==> src/rtl/mem_arb_pkg.sv <==
// Shared types for the two-master memory arbiter: command encoding and
// round-robin priority state.
package mem_arb_pkg;

    typedef enum logic [1:0] {
        MEM_NONE  = 2'b00,
        MEM_READ  = 2'b01,
        MEM_WRITE = 2'b10
    } mem_cmd_t;

    typedef enum logic {
        PRI0 = 1'b0,
        PRI1 = 1'b1
    } pri_state_t;

    // Only read and write are requests; the unused encoding 11 never competes.
    function automatic logic is_request(input logic [1:0] cmd);
        return (cmd == MEM_READ) || (cmd == MEM_WRITE);
    endfunction

endpackage

==> src/rtl/mem_arbiter_if.sv <==
// Bus bundle between two memory masters, the arbiter and a single-port RAM.
interface mem_arbiter_if #(
    parameter int ADDR_W = 9,
    parameter int DATA_W = 16
);
    logic [1:0]        m0_cmd;
    logic [ADDR_W-1:0] m0_addr;
    logic [DATA_W-1:0] m0_wdata;
    logic              m0_ready;
    logic              m0_rvalid;
    logic [DATA_W-1:0] m0_rdata;

    logic [1:0]        m1_cmd;
    logic [ADDR_W-1:0] m1_addr;
    logic [DATA_W-1:0] m1_wdata;
    logic              m1_ready;
    logic              m1_rvalid;
    logic [DATA_W-1:0] m1_rdata;

    logic [ADDR_W-1:0] ram_addr;
    logic              ram_we;
    logic [DATA_W-1:0] ram_wdata;
    logic [DATA_W-1:0] ram_rdata;
    logic [1:0]        grant;

    modport slave (
        input  m0_cmd, m0_addr, m0_wdata, m1_cmd, m1_addr, m1_wdata, ram_rdata,
        output m0_ready, m0_rvalid, m0_rdata, m1_ready, m1_rvalid, m1_rdata,
        output ram_addr, ram_we, ram_wdata, grant
    );

    modport master (
        output m0_cmd, m0_addr, m0_wdata, m1_cmd, m1_addr, m1_wdata, ram_rdata,
        input  m0_ready, m0_rvalid, m0_rdata, m1_ready, m1_rvalid, m1_rdata,
        input  ram_addr, ram_we, ram_wdata, grant
    );
endinterface

==> src/rtl/mem_arbiter_rr_arb2.sv <==
// Two-input round-robin arbiter: combinational grant, priority flips to the
// other master after every grant.
module rr_arb2
    import mem_arb_pkg::*;
(
    input  logic       clk,
    input  logic       rst,
    input  logic [1:0] i_req,
    output logic [1:0] o_grant,
    output pri_state_t o_state
);
    pri_state_t r_state;
    pri_state_t w_next;

    always_ff @(posedge clk or posedge rst) begin
        if (rst) r_state <= PRI0;
        else     r_state <= w_next;
    end

    always_comb begin
        o_grant = 2'b00;
        w_next  = r_state;
        case (i_req)
            2'b01: o_grant = 2'b01;
            2'b10: o_grant = 2'b10;
            2'b11: o_grant = (r_state == PRI0) ? 2'b01 : 2'b10;
            default: o_grant = 2'b00;
        endcase
        // The winner hands priority to the other master; idle cycles hold it.
        if (o_grant[0])      w_next = PRI1;
        else if (o_grant[1]) w_next = PRI0;
    end

    assign o_state = r_state;
endmodule

==> src/rtl/mem_arbiter.sv <==
// Arbitrates a CPU (m0) and a loader/debug master (m1) onto one single-port
// RAM, steering read data back one cycle later to whichever master asked.
module mem_arbiter
    import mem_arb_pkg::*;
#(
    parameter int ADDR_W = 9,
    parameter int DATA_W = 16
) (
    input  logic           clk,
    input  logic           rst,
    mem_arbiter_if.slave   bus,
    output pri_state_t     o_pri_state
);
    logic [1:0]        w_req;
    logic [1:0]        w_grant;
    logic [1:0]        w_readGrant;
    logic [1:0]        r_tag;
    logic [ADDR_W-1:0] w_ramAddr;
    logic              w_ramWe;
    logic [DATA_W-1:0] w_ramWdata;

    // Requests are masked during reset so nothing is granted or latched.
    always_comb begin
        w_req[0] = !rst && is_request(bus.m0_cmd);
        w_req[1] = !rst && is_request(bus.m1_cmd);
    end

    rr_arb2 u_rr_arb2 (
        .clk     (clk),
        .rst     (rst),
        .i_req   (w_req),
        .o_grant (w_grant),
        .o_state (o_pri_state)
    );

    always_comb begin
        w_ramAddr  = '0;
        w_ramWe    = 1'b0;
        w_ramWdata = '0;
        if (w_grant[0]) begin
            w_ramAddr  = bus.m0_addr;
            w_ramWe    = (bus.m0_cmd == MEM_WRITE);
            w_ramWdata = bus.m0_wdata;
        end else if (w_grant[1]) begin
            w_ramAddr  = bus.m1_addr;
            w_ramWe    = (bus.m1_cmd == MEM_WRITE);
            w_ramWdata = bus.m1_wdata;
        end
    end

    assign w_readGrant[0] = w_grant[0] && (bus.m0_cmd == MEM_READ);
    assign w_readGrant[1] = w_grant[1] && (bus.m1_cmd == MEM_READ);

    // One-deep return tag: marks which master owns the RAM data next cycle.
    always_ff @(posedge clk or posedge rst) begin
        if (rst) r_tag <= 2'b00;
        else     r_tag <= w_readGrant;
    end

    assign bus.grant     = w_grant;
    assign bus.m0_ready  = w_grant[0];
    assign bus.m1_ready  = w_grant[1];
    assign bus.ram_addr  = w_ramAddr;
    assign bus.ram_we    = w_ramWe;
    assign bus.ram_wdata = w_ramWdata;
    assign bus.m0_rvalid = r_tag[0];
    assign bus.m1_rvalid = r_tag[1];
    assign bus.m0_rdata  = r_tag[0] ? bus.ram_rdata : '0;
    assign bus.m1_rdata  = r_tag[1] ? bus.ram_rdata : '0;
endmodule
==> src/flat_wrapper.sv <==
// flat-port wrapper written by rule: the top's interface ports become plain ports
module mem_arbiter_flat import mem_arb_pkg::*;
#(
    parameter int ADDR_W = 9,
    parameter int DATA_W = 16
)
  (clk, rst, o_pri_state, bus_m0_cmd, bus_m0_addr, bus_m0_wdata, bus_m1_cmd, bus_m1_addr, bus_m1_wdata, bus_ram_rdata, bus_m0_ready, bus_m0_rvalid, bus_m0_rdata, bus_m1_ready, bus_m1_rvalid, bus_m1_rdata, bus_ram_addr, bus_ram_we, bus_ram_wdata, bus_grant);
  mem_arbiter_if #(.ADDR_W(ADDR_W), .DATA_W(DATA_W)) bus_i ();
  input  logic clk;
  input  logic rst;
  output pri_state_t o_pri_state;
  input wire logic [$bits(bus_i.m0_cmd)-1:0] bus_m0_cmd;
  input wire logic [$bits(bus_i.m0_addr)-1:0] bus_m0_addr;
  input wire logic [$bits(bus_i.m0_wdata)-1:0] bus_m0_wdata;
  input wire logic [$bits(bus_i.m1_cmd)-1:0] bus_m1_cmd;
  input wire logic [$bits(bus_i.m1_addr)-1:0] bus_m1_addr;
  input wire logic [$bits(bus_i.m1_wdata)-1:0] bus_m1_wdata;
  input wire logic [$bits(bus_i.ram_rdata)-1:0] bus_ram_rdata;
  output wire logic [$bits(bus_i.m0_ready)-1:0] bus_m0_ready;
  output wire logic [$bits(bus_i.m0_rvalid)-1:0] bus_m0_rvalid;
  output wire logic [$bits(bus_i.m0_rdata)-1:0] bus_m0_rdata;
  output wire logic [$bits(bus_i.m1_ready)-1:0] bus_m1_ready;
  output wire logic [$bits(bus_i.m1_rvalid)-1:0] bus_m1_rvalid;
  output wire logic [$bits(bus_i.m1_rdata)-1:0] bus_m1_rdata;
  output wire logic [$bits(bus_i.ram_addr)-1:0] bus_ram_addr;
  output wire logic [$bits(bus_i.ram_we)-1:0] bus_ram_we;
  output wire logic [$bits(bus_i.ram_wdata)-1:0] bus_ram_wdata;
  output wire logic [$bits(bus_i.grant)-1:0] bus_grant;
  assign bus_i.m0_cmd = bus_m0_cmd;
  assign bus_i.m0_addr = bus_m0_addr;
  assign bus_i.m0_wdata = bus_m0_wdata;
  assign bus_i.m1_cmd = bus_m1_cmd;
  assign bus_i.m1_addr = bus_m1_addr;
  assign bus_i.m1_wdata = bus_m1_wdata;
  assign bus_i.ram_rdata = bus_ram_rdata;
  assign bus_m0_ready = bus_i.m0_ready;
  assign bus_m0_rvalid = bus_i.m0_rvalid;
  assign bus_m0_rdata = bus_i.m0_rdata;
  assign bus_m1_ready = bus_i.m1_ready;
  assign bus_m1_rvalid = bus_i.m1_rvalid;
  assign bus_m1_rdata = bus_i.m1_rdata;
  assign bus_ram_addr = bus_i.ram_addr;
  assign bus_ram_we = bus_i.ram_we;
  assign bus_ram_wdata = bus_i.ram_wdata;
  assign bus_grant = bus_i.grant;
  mem_arbiter #(.ADDR_W(ADDR_W), .DATA_W(DATA_W)) u_core (.clk(clk), .rst(rst), .bus(bus_i), .o_pri_state(o_pri_state));
endmodule
==> config.mk <==
export PLATFORM = sky130hd
export DESIGN_NAME = mem_arbiter_flat
export DESIGN_NICKNAME = d
export VERILOG_FILES = /design/src/rtl/mem_arb_pkg.sv /design/src/rtl/mem_arbiter_if.sv /design/src/rtl/mem_arbiter_rr_arb2.sv /design/src/rtl/mem_arbiter.sv /design/src/flat_wrapper.sv
export SDC_FILE = /design/constraint.sdc
export NUM_CORES = 1
export LEC_CHECK = 0
export BUFFER_PORTS_ARGS = -buffer_cell sky130_fd_sc_hd__buf_2
export CELL_PAD_IN_SITES_DETAIL_PLACEMENT = 1
export CELL_PAD_IN_SITES_GLOBAL_PLACEMENT = 2
export CORE_UTILIZATION = 16
export DETAILED_ROUTE_END_ITERATION = 8
export HOLD_SLACK_MARGIN = 0.02
export PLACE_DENSITY_LB_ADDON = 0.1
export SYNTH_ARGS = -nofsm -noshare
export SYNTH_HDL_FRONTEND = slang
export SYNTH_SLANG_ARGS = --single-unit
==> constraint.sdc <==
create_clock -name clk -period 1.7 [get_ports clk]
set_input_delay 0.17 -clock clk [delete_from_list [all_inputs] [get_ports clk]]
set_output_delay 0.17 -clock clk [all_outputs]
set_load 0.005 [all_outputs]
# After elaboration in Yosys (flattened, before gate mapping)
# Index checks and enable logic that the tools add are counted.
[word_totals]
inputBits = 72
output_inout_bits = 65
reg_bits = 3
wordCells = 29
[op_classes]
n_reduce_logical = 8
n_eq_ne = 7
mux = 12
[ops]
columns = ["op", "count"]
rows = [
  ["16-bit two-way mux", 4],
  ["9-bit two-way mux", 2],
  ["2-bit == test, second input constant", 4],
  ["2-bit by 1-bit == test with 1-bit output, second input constant", 3],
  ["2-bit case mux with 3 select lines", 1],
  ["1-bit logical AND", 4],
  ["1-bit two-way mux", 4],
  ["1-bit logical OR", 2],
  ["2-bit two-way mux", 1],
  ["2-bit nonzero test", 1],
  ["1-bit logical NOT", 1],
]

# Logic depth before layout (Yosys ltp)
[depth]
ltp_word = 7
mapped_depth = 7
ltp_nobuf = 4

# Cells and area by module
# A second synthesis with hierarchy kept.
[unflattened]
cells_unflattened = 97
hier_area_um2 = 718.2
[by_module_without_submodules]
columns = ["module", "n_inst", "area_each_um2", "cells_each"]
rows = [
  ["mem_arbiter", 1, 653.1, 89],
  ["rr_arb2", 1, 65.1, 8],
]

# Least setup slack after synthesis
# No wires, ideal clock.
[synth_timing]
path_type = "input -> output"
startpoint = "input port bus_m0_cmd[0]"
endpoint = "output port bus_grant[0]"
cell_stages = 5
setup_slack_ns = 0.280
t_arrival_ns = 1.250
t_required_ns = 1.530
n_path_buf = 2
path_cell_list = "inv_1 > ha_1 > buf_1 > nor3_1 > buf_4"
[synth_between]
elab_chain_cells = 5
elab_cells_between_ends = 8
cone_classes = "5 x eq/ne; 1 x mux; 2 x reduce/logical"
[synth_lines]
columns = ["element", "line_no", "rtl"]
rows = [
  ["start, declared", "flat_wrapper.sv:12", "input wire logic [$bits(bus_i.m0_cmd)-1:0] bus_m0_cmd;"],
  ["2-bit by 1-bit == test with 1-bit output / 2-bit == test (equally long branches)", "mem_arb_pkg.sv:18", "return (cmd == MEM_READ) || (cmd == MEM_WRITE);"],
  ["1-bit logical OR (*)", "mem_arb_pkg.sv:18", ""],
  ["1-bit logical AND (*)", "mem_arbiter.sv:24", "w_req[0] = !rst && is_request(bus.m0_cmd);"],
  ["2-bit == test / 2-bit by 1-bit == test with 1-bit output (equally long branches)", "mem_arbiter_rr_arb2.sv:23", "case (i_req)"],
  ["2-bit case mux with 3 select lines (*)", "mem_arbiter_rr_arb2.sv:23", ""],
  ["end, declared", "flat_wrapper.sv:28", "output wire logic [$bits(bus_i.grant)-1:0] bus_grant;"],
]
# Mark *: on every way between the ends. The rest lies on a longest branch, timed or not.

# Final worst setup path
[layout_timing]
startpoint = "register u_core.u_rr_arb2.r_state, in the netlist u_core.u_rr_arb2.o_state"
endpoint = "output port bus_ram_wdata[1]"
[layout_between]
elab_chain_cells = 4
[layout_lines]
columns = ["element", "line_no", "rtl"]
rows = [
  ["start, declared", "mem_arbiter_rr_arb2.sv:12", "pri_state_t r_state;"],
  ["start signal, assigned", "mem_arbiter_rr_arb2.sv:17", "else r_state <= w_next;"],
  ["2-bit two-way mux (*)", "mem_arbiter_rr_arb2.sv:26", "2'b11: o_grant = (r_state == PRI0) ? 2'b01 : 2'b10;"],
  ["2-bit case mux with 3 select lines (*)", "mem_arbiter_rr_arb2.sv:23", ""],
  ["16-bit two-way mux", "mem_arbiter.sv:44", "end else if (w_grant[1]) begin"],
  ["16-bit two-way mux (*)", "mem_arbiter.sv:40", "if (w_grant[0]) begin"],
  ["end, declared", "flat_wrapper.sv:27", "output wire logic [$bits(bus_i.ram_wdata)-1:0] bus_ram_wdata;"],
]
# Marked as above.

==> results by group <==
Outcome
  – Status: finished, final reports clean

Timing
  – RSZ-0062 raised after global routing: no
  – Worst Tran Pin Value: 0.742 ns
  – Clk_skew: 0.00272 ns
  – Slew headroom: 50.5%
  – Final-report setup violation count: 0
  – Fmax: 628 MHz
  – Final setup TNS: 0 ns
  – Final period util: 93.7%
  – Final min period: 1.59 ns
  – Max-slew violations: 0
  – Final hold vios: 0

Power
  – Total power: 0.947 mW
  – Power share of the sequential group: 10.5%
  – P_int: 0.573 mW
  – Lkg Pwr: 1.09 nW
  – Psw: 0.374 mW
  – Max VDD drop: 149 uV
  – Power Density: 459 mW/mm^2
  – Comb power frac: 67.4%
  – Switching share of power: 39.5%
  – Clk network pwr share: 22.1%

Cells and area
  – Final instance area: 0.00206 mm^2
  – ANT cells: 0
  – Share of cells above drive strength 1: 60.1%
  – Fin nets: 353
  – Syn-to-layout area delta: 66.2%
  – Final Non-Filler Cells: 375

Logic synthesis
  – Register bit total from synthesis: 3
  – Leading post-synthesis cells by cell area: nand2b_1 (26%), o32ai_2 (24%), and2_1 (16%), dfrtp_1 (6.0%), o32ai_1 (5.6%)
  – Sequential area share after synthesis: 6.04%
  – Ys Warns: 0
  – Distinct cells, synth: 21
  – Post-synth top area share: 26.2%
  – Primary FF master, synth: dfrtp_1
  – Syn Std Cell Area: 0.00124 mm^2
  – Post-synth top cells: nand2b_1 (52), and2_1 (32), o32ai_2 (18)
  – Gate count of the mapped netlist: 149
  – Most frequent cell after synthesis: nand2b_1
  – Ys async rst share: 100%
  – Syn Nets: 225
  – Largest area contributor in the netlist: nand2b_1
  – EDFF count, synth: 0
  – Syn_area_per_cell: 8.34 um^2

Placed design
  – Port Buf Inserts: 136
  – Dpl hpwl: 3910 um
  – Cell Area, Placed: 0.00201 mm^2
  – RePlAce Congestion: 0.648
  – DP Cell Count: 371

Route
  – Avg WL per Cell: 13.2 um
  – Post-DRT Antenna Nets: 0
  – Iter 0 DRT Violations: 23
  – Overall routed net length: 4940 um
  – Routed vias/inst: 4.06
  – Number of remaining DRC errors: 0
  – Vias: 1524
  – First-pass iteration count of the detailed router: 3

Clock network
  – Total CTS buffers: 3
  – Clock sinks: 3
  – Post-CTS Hold Buffers: 0
  – Clk_lat worst skew: 0.22 ns
  – CTS tree: yes
  – Root Buffer: clkbuf_8
  – Clock Path Buffers: 2
  – H-tree depth: 1
  – Clock transition at the registers of the reported paths: 0.03 ns

Global routing
  – Total gr overflow: 0
  – GRT Total Usage: 11.6%
  – Initial antenna violation count: 0
  – Vias in the first global route: 1436
  – Global-route wire length before repair: 7670 um
  – Largest net degree at the start of global routing: 60

Floorplanning
  – Initial Utilization: 16.9%
  – I/O pin total: 137
  – Core Area: 0.00737 mm^2
  – Chip width: 90.1 um
  – Die area: 0.00812 mm^2
  – Die Y: 90.1 um
  – Site row count: 31

Worst setup path
  – Crit path kind: reg -> out
  – Crit path cell chain: nor2b_4 > buf_12 > o32ai_1 > buf_2
  – Worst-path maximum fanout: 15
  – Startpoint types: register
  – Crit. End Element: output pin
  – Critical path's largest stage delay: 0.43 ns
  – Arrival time worst endpoint: 1.42 ns
  – Reg-to-reg slack, setup: 0.62 ns
  – Worst EP required: 1.53 ns
  – CP max-delay cell: dfrtp_1

Hold path
  – Hold Path Class: in -> async

Job
  – Total of max-cap violations: 0
==> critical path: cells and delay by family (launching register included) <==
family	cells	cell delay (ns)
buf+inv	2	0.31
flops	1	0.43
simple gates	1	0.18
compound gates	1	0.27
==> timing repair <==
item                       4_1_cts  5_1_grt
setup endpoints to repair        0        1
hold endpoints to repair         0        0
resized for setup                0        1
setup buffers                    0        0
==> final timing paths <==
kind                                                       from                                    to  cells past startpoint
max                        u_core.u_rr_arb2.o_state$_DFFE_PP0P_                      bus_ram_wdata[1]                      4
min                                                         rst  u_core.u_rr_arb2.o_state$_DFFE_PP0P_                      2
max reg2reg                u_core.u_rr_arb2.o_state$_DFFE_PP0P_             u_core.r_tag[0]$_DFF_PP0_                      3
min reg2reg                u_core.u_rr_arb2.o_state$_DFFE_PP0P_  u_core.u_rr_arb2.o_state$_DFFE_PP0P_                      1
max in group asynchronous                                   rst             u_core.r_tag[1]$_DFF_PP0_                      2
min in group clk                                  bus_m1_cmd[1]             u_core.r_tag[1]$_DFF_PP0_                      3
==> layout make-up <==
| type | count | area (um^2) |
|---|---|---|
| repair buffers | 141 | 781 |
| fillers | 932 | 5310 |
| clock buffers | 4 | 45.0 |
| multi-input cells | 123 | 1020 |
| well taps | 99 | 124 |
| flip-flops and latches | 3 | 75.1 |
| inverters | 5 | 18.8 |
==> layout by cell type, fill, tap and decap left out <==
master    count
and2_1       32
buf_12        5
buf_2       136
clkbuf_1      1
clkbuf_8      3
dfrtp_1       3
ha_1          4
inv_1         5
nand2b_1     52
nor2_1        1
nor2b_4       1
nor3_1        2
nor4b_1       1
nor4b_2       1
o21ai_0       1
o21bai_2      1
o31ai_1       1
o32ai_1       7
o32ai_2      19
==> cells by family after synthesis <==
family                     synth area share (%)
DFF                                        6.04
buffers and inverters                      12.4
AOI/OAI and AO/OA                          31.1
and+or+nand+nor                            46.4
adders and majority gates                  4.03
==> per-stage QoR <==
stage | hold slack, ns | worst slack, ns | utilization (%)
6_report | 0.173 | 0.107 | 28.0
5_1_grt | 0.260 | 0.0141 | 28.0
3_3_place_gp | 0.438 | 0.113 | 27.3
4_1_cts | 0.194 | 0.0935 | 27.9
2_1_floorplan | 0.231 | 0.280 | -
3_5_place_dp | 0.424 | 0.130 | 27.3
==> sequential cells by signal (all words and copies together) (netlist names) <==
name and flops:
u_core.r_tag 2, u_core.u_rr_arb2.o_state 1
==> metal layers <==
metal	track usage [%]	wire length, um	vias to the layer above
li1	-	-	770
met3	2.20	262	2
met2	20.7	2620	59
met4	2.42	22	0
met5	0	0	-
met1	14.4	2030	693
==> power by group through the flow <==
stage	Combinational, mW	Sequential, mW	Clock, mW
floorplan	0.392	0.0938	0
global placement	0.651	0.101	0
detailed placement	0.649	0.101	0
CTS	0.651	0.0998	0.218
global route	0.702	0.102	0.229
finish	0.639	0.0992	0.209
(Power assumes the default switching activity.)
